<file path="src/rtl/debug_dump_sequencer.sv">
// Sequences a state dump across N debug controllers on a shared frame bus,
// buffering captured frames in a small FIFO that feeds a valid/ready TX port.
module debug_dump_sequencer #(
    parameter int                  NB_CONTROL_FRAME = 32,
    parameter int                  NB_SELECT        = 6,
    parameter int                  N_CONTROLLERS    = 4,
    parameter logic [NB_SELECT-1:0] IDLE_ID         = {NB_SELECT{1'b1}},
    parameter int                  FIFO_DEPTH       = 4,
    parameter int                  NB_TIMEOUT       = 8
) (
    input  logic                        i_clock,
    input  logic                        i_reset,
    input  logic                        i_dump_start,
    input  logic                        i_writing,
    input  logic [NB_CONTROL_FRAME-1:0] i_frame_from_ctrl,
    input  logic                        i_tx_ready,
    output logic [NB_SELECT-1:0]        o_request_select,
    output logic                        o_frame_valid,
    output logic [NB_CONTROL_FRAME-1:0] o_frame_to_tx,
    output logic                        o_busy,
    output logic                        o_done,
    output logic                        o_timeout_err,
    output logic                        o_overflow_err
);

    localparam int AW = $clog2(FIFO_DEPTH);
    localparam logic [NB_SELECT-1:0] LAST_IDX = NB_SELECT'(N_CONTROLLERS - 1);

    typedef enum logic [2:0] {
        S_IDLE,
        S_SELECT,
        S_WAIT_WRITE,
        S_STREAM,
        S_DRAIN,
        S_GAP,
        S_DONE
    } state_t;

    state_t                  state_q, state_d;
    logic [NB_SELECT-1:0]    idx_q, idx_d;
    logic [NB_SELECT-1:0]    select_q, select_d;
    logic [NB_TIMEOUT-1:0]   tcnt_q, tcnt_d;
    logic                    done_q, done_d;
    logic                    timeout_err_q, timeout_err_d;
    logic                    overflow_err_q, overflow_err_d;
    logic [AW:0]             wr_ptr_q, wr_ptr_d;
    logic [AW:0]             rd_ptr_q, rd_ptr_d;
    logic [NB_CONTROL_FRAME-1:0] mem_q [FIFO_DEPTH];

    logic fifo_empty;
    logic fifo_full;
    logic push;
    logic pop;
    logic wr_en;

    assign fifo_empty = (wr_ptr_q == rd_ptr_q);
    assign fifo_full  = (wr_ptr_q[AW] != rd_ptr_q[AW]) &&
                        (wr_ptr_q[AW-1:0] == rd_ptr_q[AW-1:0]);
    assign pop        = !fifo_empty && i_tx_ready;
    // A pop in the same cycle frees the slot, so a push while full is still kept.
    assign wr_en      = push && (!fifo_full || pop);

    always_comb begin
        state_d        = state_q;
        idx_d          = idx_q;
        select_d       = select_q;
        tcnt_d         = tcnt_q;
        done_d         = 1'b0;
        timeout_err_d  = timeout_err_q;
        overflow_err_d = overflow_err_q;
        push           = 1'b0;

        case (state_q)
            S_IDLE: begin
                select_d = IDLE_ID;
                if (i_dump_start) begin
                    timeout_err_d  = 1'b0;
                    overflow_err_d = 1'b0;
                    idx_d          = '0;
                    state_d        = S_SELECT;
                end
            end
            S_SELECT: begin
                select_d = idx_q;
                tcnt_d   = '0;
                state_d  = S_WAIT_WRITE;
            end
            S_WAIT_WRITE: begin
                if (i_writing) begin
                    push    = 1'b1;
                    state_d = S_STREAM;
                end else if (tcnt_q == {NB_TIMEOUT{1'b1}}) begin
                    timeout_err_d = 1'b1;
                    select_d      = IDLE_ID;
                    state_d       = S_GAP;
                end else begin
                    tcnt_d = tcnt_q + NB_TIMEOUT'(1);
                end
            end
            S_STREAM: begin
                if (i_writing) begin
                    push = 1'b1;
                end else begin
                    select_d = IDLE_ID;
                    state_d  = S_DRAIN;
                end
            end
            S_DRAIN: begin
                if (fifo_empty) begin
                    state_d = S_GAP;
                end
            end
            S_GAP: begin
                if (idx_q == LAST_IDX) begin
                    done_d  = 1'b1;
                    state_d = S_DONE;
                end else begin
                    idx_d   = idx_q + NB_SELECT'(1);
                    state_d = S_SELECT;
                end
            end
            S_DONE: begin
                state_d = S_IDLE;
            end
            default: begin
                select_d = IDLE_ID;
                state_d  = S_IDLE;
            end
        endcase

        if (push && fifo_full && !pop) begin
            overflow_err_d = 1'b1;
        end

        wr_ptr_d = wr_ptr_q + (AW+1)'(wr_en);
        rd_ptr_d = rd_ptr_q + (AW+1)'(pop);
    end

    always_ff @(posedge i_clock) begin
        if (i_reset) begin
            state_q        <= S_IDLE;
            idx_q          <= '0;
            select_q       <= IDLE_ID;
            tcnt_q         <= '0;
            done_q         <= 1'b0;
            timeout_err_q  <= 1'b0;
            overflow_err_q <= 1'b0;
            wr_ptr_q       <= '0;
            rd_ptr_q       <= '0;
        end else begin
            state_q        <= state_d;
            idx_q          <= idx_d;
            select_q       <= select_d;
            tcnt_q         <= tcnt_d;
            done_q         <= done_d;
            timeout_err_q  <= timeout_err_d;
            overflow_err_q <= overflow_err_d;
            wr_ptr_q       <= wr_ptr_d;
            rd_ptr_q       <= rd_ptr_d;
        end
    end

    // Storage carries no reset; validity is defined purely by the pointers.
    always_ff @(posedge i_clock) begin
        if (wr_en) begin
            mem_q[wr_ptr_q[AW-1:0]] <= i_frame_from_ctrl;
        end
    end

    assign o_request_select = select_q;
    assign o_frame_valid    = !fifo_empty;
    assign o_frame_to_tx    = mem_q[rd_ptr_q[AW-1:0]];
    assign o_busy           = (state_q != S_IDLE);
    assign o_done           = done_q;
    assign o_timeout_err    = timeout_err_q;
    assign o_overflow_err   = overflow_err_q;

endmodule

</file>
<file path="config.mk">
export PLATFORM = sky130hd
export DESIGN_NAME = debug_dump_sequencer
export DESIGN_NICKNAME = d
export VERILOG_FILES = /design/src/rtl/debug_dump_sequencer.sv
export SDC_FILE = /design/constraint.sdc
export NUM_CORES = 1
export LEC_CHECK = 0
export ABC_AREA = 1
export CAP_MARGIN = 40
export CORE_MARGIN = 2
export CORE_UTILIZATION = 45
export DETAILED_ROUTE_END_ITERATION = 7
export GPL_TIMING_DRIVEN = 0
export PLACE_DENSITY = 0.78
export SYNTH_ARGS = -nofsm -noshare
export SYNTH_HDL_FRONTEND = slang
export SYNTH_SLANG_ARGS = --single-unit
</file>
<file path="constraint.sdc">
create_clock -name i_clock -period 3.42 [get_ports i_clock]
set_input_delay 0.684 -clock i_clock [delete_from_list [all_inputs] [get_ports i_clock]]
set_output_delay 0.684 -clock i_clock [all_outputs]
set_load 0.01 [all_outputs]
</file>
# Yosys cells after proc, flatten, opt, wreduce, memory -nomap -nowiden

Memories as Yosys holds them, arrays and structs flattened. A register that Yosys moved wholly into a read port is not among the register bits.
Cells that the tools add are included.

Bitwise gates (word level): 2
Reductions and logical operators: 25
Add/sub/neg operators: 4
Equality and inequality tests: 19
Mux-type cells: 29

Operator list:

| kind                                                             | count |
|---|---|
| 6-bit 2-to-1 mux                                                 | 5 |
| 6-bit one-hot mux with 4 select lines                            | 1 |
| 3-bit 2-to-1 mux                                                 | 6 |
| 3-bit one-hot mux with 6 select lines                            | 1 |
| 8-bit 2-to-1 mux                                                 | 2 |
| 8-bit one-hot mux with 2 select lines                            | 1 |
| 2-bit != test (second input constant)                            | 7 |
| 6-bit one-hot mux with 2 select lines                            | 1 |
| 4-bit AND reduction                                              | 3 |
| 1-bit 2-to-1 mux                                                 | 10 |
| 2-bit nonzero test                                               | 5 |
| 3-bit == test (second input constant)                            | 3 |
| 8-bit by 1-bit adder with 8-bit output (second input constant)   | 1 |
| 8-bit == test (second input constant)                            | 1 |
| 3-bit by 1-bit adder with 3-bit output                           | 2 |
| 6-bit by 1-bit adder with 6-bit output (second input constant)   | 1 |
| 3-bit by 2-bit == test with 1-bit output (second input constant) | 2 |
| 6-bit by 2-bit == test with 1-bit output (second input constant) | 1 |
| 3-bit AND reduction                                              | 2 |
| 1-bit logical AND                                                | 5 |
| 2-bit OR reduction                                               | 2 |
| 3-bit by 1-bit == test with 1-bit output (second input constant) | 1 |
| 3-bit == test                                                    | 1 |
| 1-bit logical NOT                                                | 3 |
| other kinds (11)                                                 | 12 |

Bits in writable memories: 128
Register bits: 32
Logic and storage cells: 89
Memories kept: 1
Input bits: 37
Output and inout port bits: 43

Memories:

| memory | words | bits a word | rd ports | clocked after Yosys merged registers in | write ports | RTL line | RTL |
|---|---|---|---|---|---|---|---|
| mem_q  | 4     | 32          | 1        | 1                                       | 1           | 48       | `logic [NB_CONTROL_FRAME-1:0] mem_q [FIFO_DEPTH];` |

# Depth between registers and ports, before layout

Depth in word-level cells: 7
Depth in mapped cells: 10
Gate-level depth less buffers: 10

# Least setup slack after synthesis

OpenSTA, ideal clock, no wires.

Kind: register to register
Start: register state_q[1]
End: memory mem_q[2][0], enable pin
Buffers on the path: 0
Clock period less this slack: 2776 ps
Path slack: 644 ps
Data required time: 2999 ps
Arrival: 2355 ps
Cell stages (with the launch flop): 7
Library setup time: 421 ps
Cell sequence: dfxtp_1 -> inv_2 -> nor2_1 -> nand2_1 -> nor2_2 -> nand2_1 -> nor2_1

Cells in the longest elaborated chain, start to end: 6
Elaborated cells on any way between the ends: 7
Classes of those cells: eq/ne: 2; mux: 3; reduce/logical: 2

Ends and longest elaborated chain:

| element                                  | RTL line | RTL |
|---|---|---|
| start, declared                          | 39       | `state_t state_q, state_d;` |
| start signal, assigned                   | 151      | `state_q <= state_d;` |
| 3-bit by 2-bit == test with 1-bit output | 73       | `case (state_q)` |
| 2-bit OR reduction (no line) *           | --       |  |
| 1-bit 2-to-1 mux *                       | --       |  |
| 1-bit logical AND *                      | 61       | `assign wr_en = push && (!fifo_full \|\| pop);` |
| 1-bit 2-to-1 mux *                       | 165      | `if (wr_en) begin` |
| 1-bit 2-to-1 mux (implied by the code) * | 166      | `mem_q[wr_ptr_q[AW-1:0]] <= i_frame_from_ctrl;` |
| end, declared                            | 48       |  |

Every way passes the cells marked *; elsewhere a longest branch is shown, timed or not.

==> flow_metrics.tcl <==
set metrics [dict create \
    number_of_antenna_violations_at_the_first_check_in_global_routing 0 \
    die_area_mm2 0.0152 \
    regToRegSetupSlack_ns 1.25 \
    finish.instance_area_mm2 0.00811 \
    drt_first_iter_violations 433 \
    clock_tree.buffer_depth 2 \
    detail-route-antenna-nets 0 \
    critical_path.endpoint "o_frame_to_tx[4]" \
    post_synth_instance_area_mm2 0.00639 \
    worstRegToRegCells 7 \
    area_delta_synth_final_pct 26.9 \
    setup_buffers_after_cts 0 \
    drc 0 \
    syn_avg_cell_area_um2 11.6 \
    initial_utilization_pct 46.0 \
    portbufs 79 \
    slew-limit-headroom_pct 62.2 \
    async_reset_ff_share_pct 0 \
    route.final.wire_length_um 14000 \
    synthTopCellsByCount "sky130_fd_sc_hd__edfxtp_1, sky130_fd_sc_hd__nor2_1, sky130_fd_sc_hd__o21ai_0" \
    path_max_fanout 10 \
    holdWs_ns 0.459 \
    status "finished clean" \
    boundaryPins 80 \
    r2r_end "mem_q[2][17]" \
    clock_tree.root_cell "sky130_fd_sc_hd__clkbuf_16" \
    holdCritPathClass "reg -> reg" \
    rsz_0062_raised_after_global_routing "false" \
    cts-buffers-inserted 17 \
    report.final.slew_viol_count 0 \
    synth_top_area_share_pct 60.2 \
    clock_insertion_delay_worst_skew_ns 0.42 \
    preCtsSetupSlack_ns 0.649 \
    placementRows 43 \
    antenna_cells 0 \
    synth_flop_cell "sky130_fd_sc_hd__edfxtp_1" \
    detail_route.wl_per_cell_um 16.5 \
    syn-num-nets 596 \
    p_per_area_mw_per_mm2 690 \
    drv.max_cap_violation_count 0 \
    synth.ff_latch_count 160 \
    critPathLaunchType "register" \
    leakage_nw 2.86 \
    synth.most_common_cell "sky130_fd_sc_hd__edfxtp_1" \
    place_hpwl_um 8910 \
    timing.final.crit_share_pct 94.5 \
    synth-edff-count 128 \
    worst-slew-pin-transition_ns 0.568 \
    ctsResizeCount 0 \
    ys_top_cells_by_area "sky130_fd_sc_hd__edfxtp_1, sky130_fd_sc_hd__dfxtp_1, sky130_fd_sc_hd__nor2_1" \
    die_x_um 123 \
    rr_startpoint "state_q[1]" \
    finalNetCount 698 \
    timing.final.crit_period_ns 3.23 \
    drive_above_1_share_pct 9.88 \
    grt_pass1_wl_um 21800 \
    cts_max_level 4 \
    maximum_number_of_pins_on_one_net_before_global_route_repair 24 \
    cp-startpoint "rd_ptr_q[0]" \
    required_ns 2.74 \
    finish.utilization_pct 58.4 \
    dr_total_vias 4568 \
    gr-total-overflow 0 \
    globalplace.congestion 0.827 \
    gr-usage-all-layers_pct 19.2 \
    report.final.setup_viol 0 \
    cts_tree "built" \
    critical_path_data_arrival_time_ns 2.55 \
    cell_accounting_for_the_most_synthesized_area "sky130_fd_sc_hd__edfxtp_1" \
    drt-pass1-iter-count 6 \
    die_height_um 123 \
    post_synth_inst_count 553 \
    criticalPathCategory "reg -> out" \
    share_of_the_yosys_chip_area_belonging_to_registers_pct 70.2 \
    number_of_clock_sinks 160 \
    max_vdd_drop_mv 0.378 \
    skew_ns 0.00831 \
    grt_pass1_vias 4444 \
    crit_path_end_kind "output port" \
    clkTransAtPathRegs_ns 0.06 \
    place_area_mm2 0.00751 \
    ys.warnings.count 0 \
    clock.fmax_ghz 0.309 \
    core_area_mm2 0.0139 \
    count_of_cell_types_in_the_netlist 32 \
    layout_setup_ws_ns 0.188 \
    timing_hold_violations_final 0 \
    vias_per_cell 5.39 \
    cts_hold_repair.buffers 0 \
]
## state kept, by name, summed over array words and instances, names as in the netlist
signal            flops
o_timeout_err         1
o_overflow_err        1
idx_q                 6
state_q               3
rd_ptr_q              3
o_request_select      6
wr_ptr_q              3
o_done                1
tcnt_q                8
mem_q               128
## layout make-up
class	instances	area (um^2)
plain buffers	26	116
clock buffers	17	425
clock inverters	15	166
fillers	1101	5780
inverters	32	121
multi-input cells	335	1700
flip-flops and latches	160	4480
well taps	180	225
repair buffers	83	871
## critical path: stages, from the launching register on
cell and delay, ns:
sky130_fd_sc_hd__dfxtp_1 0.35, sky130_fd_sc_hd__buf_2 0.21, sky130_fd_sc_hd__inv_2 0.17, sky130_fd_sc_hd__clkbuf_1 0.46
sky130_fd_sc_hd__nor2_1 0.09, sky130_fd_sc_hd__o22ai_1 0.26, sky130_fd_sc_hd__clkdlybuf4s50_1 0.59
## metrics by stage
stage          power (mW)  instances  setup TNS, ns
2_1_floorplan        3.08        553              0
3_3_place_gp         3.70        812        -140.86
3_5_place_dp         3.75        816              0
4_1_cts              5.62        848              0
5_1_grt              5.85        848              0
6_report             5.59        848              0
## layout by cell type (no fill, tap or decap), types with 4 or more instances in the layout
master	Yosys	routed
sky130_fd_sc_hd__edfxtp_1	128	128
sky130_fd_sc_hd__nor2_1	97	93
sky130_fd_sc_hd__clkdlybuf4s50_1	0	79
sky130_fd_sc_hd__o21ai_0	72	72
sky130_fd_sc_hd__nand2_1	52	52
sky130_fd_sc_hd__o22ai_1	32	32
sky130_fd_sc_hd__dfxtp_1	32	32
sky130_fd_sc_hd__inv_1	26	26
sky130_fd_sc_hd__nand3_1	22	22
sky130_fd_sc_hd__a21oi_1	22	22
sky130_fd_sc_hd__clkbuf_1	21	21
sky130_fd_sc_hd__clkbuf_16	0	17
sky130_fd_sc_hd__clkinv_2	1	7
sky130_fd_sc_hd__ha_1	6	6
sky130_fd_sc_hd__inv_2	5	5
sky130_fd_sc_hd__nor2_4	1	5
sky130_fd_sc_hd__xnor2_1	4	4
sky130_fd_sc_hd__nand4_1	4	4
sky130_fd_sc_hd__buf_12	0	4
## report_power, final
part	switching [mW]	total [mW]	internal [mW]	leakage (nW)
logic	0.804	1.42	0.616	1.15
registers	0.0631	2.29	2.23	1.41
clock network	0.737	1.88	1.14	0.294
## layer usage
| layer | track usage, % | wire length (um) | vias up |
|---|---|---|---|
| li1 | - | - | 2172 |
| met1 | 23.8 | 5900 | 2166 |
| met2 | 32.0 | 6870 | 210 |
| met3 | 5.67 | 1030 | 20 |
| met4 | 6.82 | 186 | 0 |
| met5 | 0 | 0 | - |
## worst min path at each step
stage	start	slack, ns	end	cells past startpoint
6_report	o_timeout_err	0.46	o_timeout_err	2
5_1_grt	tcnt_q[7]	0.50	tcnt_q[7]	2
4_1_cts	o_timeout_err	0.47	o_timeout_err	2
3_5_place_dp	o_timeout_err	0.45	o_timeout_err	2
3_3_place_gp	o_timeout_err	0.44	o_timeout_err	2
2_1_floorplan	tcnt_q[7]	0.46	tcnt_q[7]	2
## cells by family (layout without fill, tap and decap cells)
logic type,count (synthesis),after routing,share of synthesized area (%)
buf+inv,58,173,3.72
simple gates,191,191,12.9
xor+xnor,5,5,0.686
compound gates,133,133,11.3
fa+ha+maj,6,6,1.18
flops,160,160,70.2
(Power assumes the default switching activity.)
